--- src/rtl/operand_pkg.sv ---
// Shared types and defaults for the switch operand loader.
package operand_pkg;

  localparam int DEFAULT_DATA_W          = 4;
  // 10 ms of stable samples at 50 MHz.
  localparam int DEFAULT_DEBOUNCE_CYCLES = 500000;

  typedef enum logic [1:0] {
    WAIT_X = 2'd0,
    WAIT_Y = 2'd1,
    FULL   = 2'd2
  } load_state_e;

endpackage : operand_pkg

--- src/rtl/key_debouncer.sv ---
// Pushbutton front end: two-flop synchroniser, stability-count debouncer,
// and a one-cycle press pulse on each debounced 1->0 transition.
module key_debouncer
  import operand_pkg::*;
#(
  parameter int DEBOUNCE_CYCLES = DEFAULT_DEBOUNCE_CYCLES
) (
  input  logic clk,
  input  logic reset,
  input  logic key_n,
  output logic level,
  output logic press
);

  localparam int CNT_W = (DEBOUNCE_CYCLES > 1) ? $clog2(DEBOUNCE_CYCLES) : 1;
  localparam logic [CNT_W-1:0] CNT_MAX = CNT_W'(DEBOUNCE_CYCLES - 1);

  logic             sync_meta;
  logic             sync_key;
  logic             level_q;
  logic             level_prev;
  logic [CNT_W-1:0] cnt;
  logic             armed;
  logic [CNT_W-1:0] arm_cnt;

  // Two-flop synchroniser; flops rest at the released level.
  // NOTE: state registers use non-blocking (<=) so every flop samples the
  // pre-edge value of its neighbours; blocking here would collapse the chain.
  always_ff @(posedge clk) begin
    if (reset) begin
      sync_meta <= 1'b1;
      sync_key  <= 1'b1;
    end else begin
      sync_meta <= key_n;
      sync_key  <= sync_meta;
    end
  end

  // Accept a new level only after DEBOUNCE_CYCLES consecutive differing
  // samples; any sample matching the current level restarts the count.
  always_ff @(posedge clk) begin
    if (reset) begin
      level_q <= 1'b1;
      cnt     <= '0;
    end else if (sync_key != level_q) begin
      if (cnt == CNT_MAX) begin
        level_q <= sync_key;
        cnt     <= '0;
      end else begin
        cnt <= cnt + CNT_W'(1);
      end
    end else begin
      cnt <= '0;
    end
  end

  // Press events are suppressed after reset until the key has been seen
  // released for a full debounce window, so a key held through reset must
  // be let go and pressed again before it counts.
  always_ff @(posedge clk) begin
    if (reset) begin
      armed   <= 1'b0;
      arm_cnt <= '0;
    end else if (!armed) begin
      if (sync_key && level_q) begin
        if (arm_cnt == CNT_MAX) begin
          armed   <= 1'b1;
          arm_cnt <= '0;
        end else begin
          arm_cnt <= arm_cnt + CNT_W'(1);
        end
      end else begin
        arm_cnt <= '0;
      end
    end
  end

  // Delayed copy of the debounced level for falling-edge detection.
  always_ff @(posedge clk) begin
    if (reset) level_prev <= 1'b1;
    else       level_prev <= level_q;
  end

  assign level = level_q;
  assign press = armed & level_prev & ~level_q;

endmodule : key_debouncer

--- src/rtl/switch_operand_loader.sv ---
// Loads operand X then Y from the switch nibble on successive debounced
// key presses and holds them for the downstream 2-to-1 mux.
module switch_operand_loader
  import operand_pkg::*;
#(
  parameter int DATA_W          = DEFAULT_DATA_W,
  parameter int DEBOUNCE_CYCLES = DEFAULT_DEBOUNCE_CYCLES
) (
  input  logic              CLOCK_50,
  input  logic              reset,
  input  logic [DATA_W-1:0] sw_data,
  input  logic              load_key_n,
  input  logic              clear,
  output logic [DATA_W-1:0] x_out,
  output logic [DATA_W-1:0] y_out,
  output logic              pair_valid,
  output logic              next_is_y,
  output logic              load_pulse
);

  load_state_e       state_q, state_d;
  logic [DATA_W-1:0] x_q, x_d;
  logic [DATA_W-1:0] y_q, y_d;
  logic              pv_q, pv_d;
  logic              load_pulse_q;
  logic              capture;
  logic              key_level;
  logic              key_press;
  logic              press_evt;

  key_debouncer #(
    .DEBOUNCE_CYCLES(DEBOUNCE_CYCLES)
  ) u_key_debouncer (
    .clk   (CLOCK_50),
    .reset (reset),
    .key_n (load_key_n),
    .level (key_level),
    .press (key_press)
  );

  // A capture only happens while the debounced key is actually down.
  assign press_evt = key_press & ~key_level;

  // Next-state and operand update; clear overrides a coincident press.
  // NOTE: every signal gets a default before any branch so no path leaves
  // it unassigned, which would otherwise infer a latch.
  always_comb begin
    state_d = state_q;
    x_d     = x_q;
    y_d     = y_q;
    pv_d    = pv_q;
    capture = 1'b0;
    if (clear) begin
      state_d = WAIT_X;
      x_d     = '0;
      y_d     = '0;
      pv_d    = 1'b0;
    end else if (press_evt) begin
      capture = 1'b1;
      case (state_q)
        WAIT_X: begin
          x_d     = sw_data;
          state_d = WAIT_Y;
        end
        WAIT_Y: begin
          y_d     = sw_data;
          pv_d    = 1'b1;
          state_d = FULL;
        end
        FULL: begin
          // Start a new pair; Y keeps its old value until reloaded.
          x_d     = sw_data;
          pv_d    = 1'b0;
          state_d = WAIT_Y;
        end
        default: begin
          capture = 1'b0;
          state_d = WAIT_X;
        end
      endcase
    end
  end

  // State, operand registers and the capture strobe.
  always_ff @(posedge CLOCK_50) begin
    if (reset) begin
      state_q      <= WAIT_X;
      x_q          <= '0;
      y_q          <= '0;
      pv_q         <= 1'b0;
      load_pulse_q <= 1'b0;
    end else begin
      state_q      <= state_d;
      x_q          <= x_d;
      y_q          <= y_d;
      pv_q         <= pv_d;
      load_pulse_q <= capture;
    end
  end

  assign x_out      = x_q;
  assign y_out      = y_q;
  assign pair_valid = pv_q;
  assign next_is_y  = (state_q == WAIT_Y);
  assign load_pulse = load_pulse_q;

endmodule : switch_operand_loader

--- config.mk ---
export PLATFORM = sky130hd
export DESIGN_NAME = switch_operand_loader
export DESIGN_NICKNAME = d
export VERILOG_FILES = /design/src/rtl/operand_pkg.sv /design/src/rtl/key_debouncer.sv /design/src/rtl/switch_operand_loader.sv
export SDC_FILE = /design/constraint.sdc
export NUM_CORES = 1
export LEC_CHECK = 0
export CAP_MARGIN = 40
export CORE_UTILIZATION = 45
export CTS_CLUSTER_DIAMETER = 40
export DETAILED_ROUTE_END_ITERATION = 16
export DONT_BUFFER_PORTS = 1
export GPL_ROUTABILITY_DRIVEN = 0
export PLACE_DENSITY = 0.63
export SKIP_CTS_REPAIR_TIMING = 1
export SLEW_MARGIN = 20
export SYNTH_ARGS = -nofsm -noshare
export SYNTH_HDL_FRONTEND = slang
export SYNTH_HIERARCHICAL = 1
export SYNTH_SLANG_ARGS = --single-unit
--- constraint.sdc ---
create_clock -name CLOCK_50 -period 2.5 [get_ports CLOCK_50]
set_clock_uncertainty 0.05 [all_clocks]
set_input_delay 0.5 -clock CLOCK_50 [delete_from_list [all_inputs] [get_ports CLOCK_50]]
set_output_delay 0.5 -clock CLOCK_50 [all_outputs]
set_load 0.005 [all_outputs]
==> impl_metrics.yaml <==
clock_network:
  path_clk_slew_ns: 0.10
  cts_root_buf: "clkbuf_8"
  cts_tree: "yes"
  cts_sinks: 55
  cts_buffers: 5
  h-tree-depth: 2
  worst_skew_pair.late_latency_ns: 0.31
  cts.path.max_buffers: 2
place:
  numPortBuffers: 0
  hpwl_mm: 3.24
power:
  power_per_cell_area_mw_per_mm2: 529
  p_int_uw: 1100
  p_comb_share_pct: 2.4
  finalPower_uw: 1410
  p_leak_uw: 0.000916
  clockPowerShare_pct: 35.0
  p_sw_uw: 318
  seqPwrFrac_pct: 62.6
  ir_drop_v: 0.000368
  netSwitchingFraction_pct: 22.5
synth:
  syn_avg_cell_area_sq_um: 8.72
  synth_edf_count: 0
  synth.cell_area_sq_mm: 0.00254
  ys.flop_type: "dfxtp_1"
  ys_seq_area_share_pct: 43.4
  async_flop_share_pct: 0
  netlist_instances: 291
  ys_seq_elements: 55
  synth.distinct_cells: 48
  synth_fp_nets: 307
  yosys_warnings: 6
timing:
  setup_viol: 0
  fin_crit_sh_pct: 77.6
  rsz0062_at_grt: "false"
  slew_headroom_pct: 57.7
  min_period_ns: 1.94
  tightestPinTransition_ns: 0.629
  drv_slew: 0
  timing.setup.tns_ns: 0
  finalHoldViolCount: 0
  fmax_ghz: 0.515
critical_path:
  worstPathCellList: "ha_1 -> nand3_1 -> nor3_1 -> nand3_1 -> xor2_1 -> nor2_1"
  crit_type: "reg2reg"
  path_delay_family: "simple AND/OR/NAND/NOR gates"
  worst-path-max-fanout: 5
  end_kind: "flip-flop"
  cp.required_ns: 2.65
  crit_path_frequent_cell: "nand3_1"
  cp_data_arrival_time_ns: 2.09
  crit_buf_inv: 0
  slowest_delay_ns: 0.56
  critPathSlowestCell: "nor3_1"
  cp-start-kind: "flip-flop"
floorplanning:
  io_pins: 19
  die_w_um: 77.1
  start_util_pct: 48.1
  coreArea_sq_mm: 0.00527
  die-area_sq_mm: 0.00594
  die_y_um: 77.1
  num_rows: 26
global_routing:
  track_usage_pct: 16.7
  grt_pass1_wl_mm: 7.94
  grt_max_degree: 23
  first_global_vias: 1772
  grt_antenna_before_repair: 0
  grt_overflow: 0
layout:
  fin_nets: 304
  final_util_pct: 50.7
  final_common_cell: "dfxtp_1"
  drive_above_1_share_pct: 7.61
  antennaDiodeCount: 0
  final_cell_mix: "dfxtp_1 (55), nor2_1 (40), nand2_1 (27)"
  area_delta_synth_final_pct: 5.38
routing:
  totalWireLength_mm: 4.67
  drtPass1Iterations: 4
  antenna_left: 0
  wl_per_cell_um: 13.0
  via_per_inst: 5.37
  vias: 1929
  first_iter_violations: 83
  route.detailed.drc: 0
job:
  maxCapViolCount: 0
worst_hold_path:
  min_path_type: "in2reg"
outcome:
  outcome: "finished clean"
worst paths after layout:
kind,from,end,slack (ns),cells past startpoint
setup / recovery,u_key_debouncer/arm_cnt[0]$_SDFFE_PP0N_,u_key_debouncer/arm_cnt[14]$_SDFFE_PP0N_,0.56,6
hold / removal,reset,u_key_debouncer/arm_cnt[15]$_SDFFE_PP0N_,0.19,1
hold reg to reg,u_key_debouncer/cnt[0]$_SDFF_PP0_,u_key_debouncer/cnt[0]$_SDFF_PP0_,0.42,1
setup reg to reg,u_key_debouncer/arm_cnt[0]$_SDFFE_PP0N_,u_key_debouncer/arm_cnt[14]$_SDFFE_PP0N_,0.56,6
routing by layer:
layer  part of all wire [%]  track usage (%)  vias to the layer above
li1                       -                -                     1011
met1                     50             21.2                      881
met2                     45             27.2                       29
met3                    3.2             3.57                        8
met4                    1.6             7.36                        0
met5                      0                0                        -
worst register-to-register path, stage by stage, from the launching register on:
cell     delay [ns]
dfxtp_1        0.38
ha_1           0.21
nand3_1        0.22
nor3_1         0.56
nand3_1        0.18
xor2_1         0.18
nor2_1         0.06
cell families after synthesis:
family / Yosys count / synth area share [%]
and+or+nand+nor: 146 / 31.1
xor gates and xnor gates: 24 / 8.29
buffers and inverters: 19 / 3.06
muxes: 1 / 0.395
DFF: 55 / 43.4
AOI/OAI and AO/OA: 38 / 9.77
adders and majority gates: 8 / 3.95
power by group through the flow:
stage / registers [uW] / logic [uW] / clock network (uW)
after global routing: 887 / 38.1 / 550
after CTS: 886 / 34.1 / 517
after floorplan: 905 / 32.0 / 0
after detailed placement: 906 / 34.1 / 0
after global placement: 906 / 33.4 / 0
final: 886 / 34.0 / 494
final cells by class:
type / count / area, sq um
fillers: 538 / 2600
clock buffers: 6 / 72.6
inverters: 8 / 30.0
repair buffers: 1 / 7.51
well taps: 70 / 87.6
multi-input cells: 217 / 1360
clock inverters: 2 / 16.3
flip-flops and latches: 55 / 1100
metrics by stage:
| step | cells | worst slack, ns | area (sq um) | hold slack [ns] |
|---|---|---|---|---|
| after CTS | 359 | 0.567 | 2670 | 0.181 |
| final | 359 | 0.559 | 2670 | 0.188 |
| after detailed placement | 351 | 0.575 | 2580 | 0.392 |
| after global placement | 351 | 0.580 | 2580 | 0.388 |
| after global routing | 359 | 0.356 | 2670 | 0.174 |
| after floorplan | 291 | 0.729 | 2540 | 0.339 |
state kept, by name (all words and copies together), names as in the netlist, 2 cells and up:
signal                   count
y_out                        4
state_q                      2
x_out                        4
u_key_debouncer/cnt         19
u_key_debouncer/arm_cnt     19
Yosys cell counts (all sizes together) (2+ instances only):
| library cell | n | area, sq um |
|---|---|---|
| o211ai | 4 | 30.0 |
| inv | 8 | 30.0 |
| a21oi | 10 | 53.8 |
| xnor2 | 5 | 43.8 |
| or2 | 4 | 25.0 |
| nor2 | 41 | 156 |
| nand3b | 4 | 33.8 |
| nand2b | 2 | 12.5 |
| xor2 | 19 | 166 |
| and2 | 3 | 20.0 |
| nand4 | 11 | 68.8 |
| nand3 | 23 | 115 |
| or3 | 5 | 31.3 |
| dfxtp | 55 | 1100 |
| clkbuf | 6 | 22.5 |
| ha | 8 | 100 |
| a31oi | 8 | 50.1 |
| and3 | 6 | 37.5 |
| o21ai | 10 | 53.8 |
| buf | 5 | 25.0 |
| and4 | 5 | 43.8 |
| nor3 | 5 | 30.0 |
| nand2 | 27 | 101 |
(Power assumes the default switching activity.)
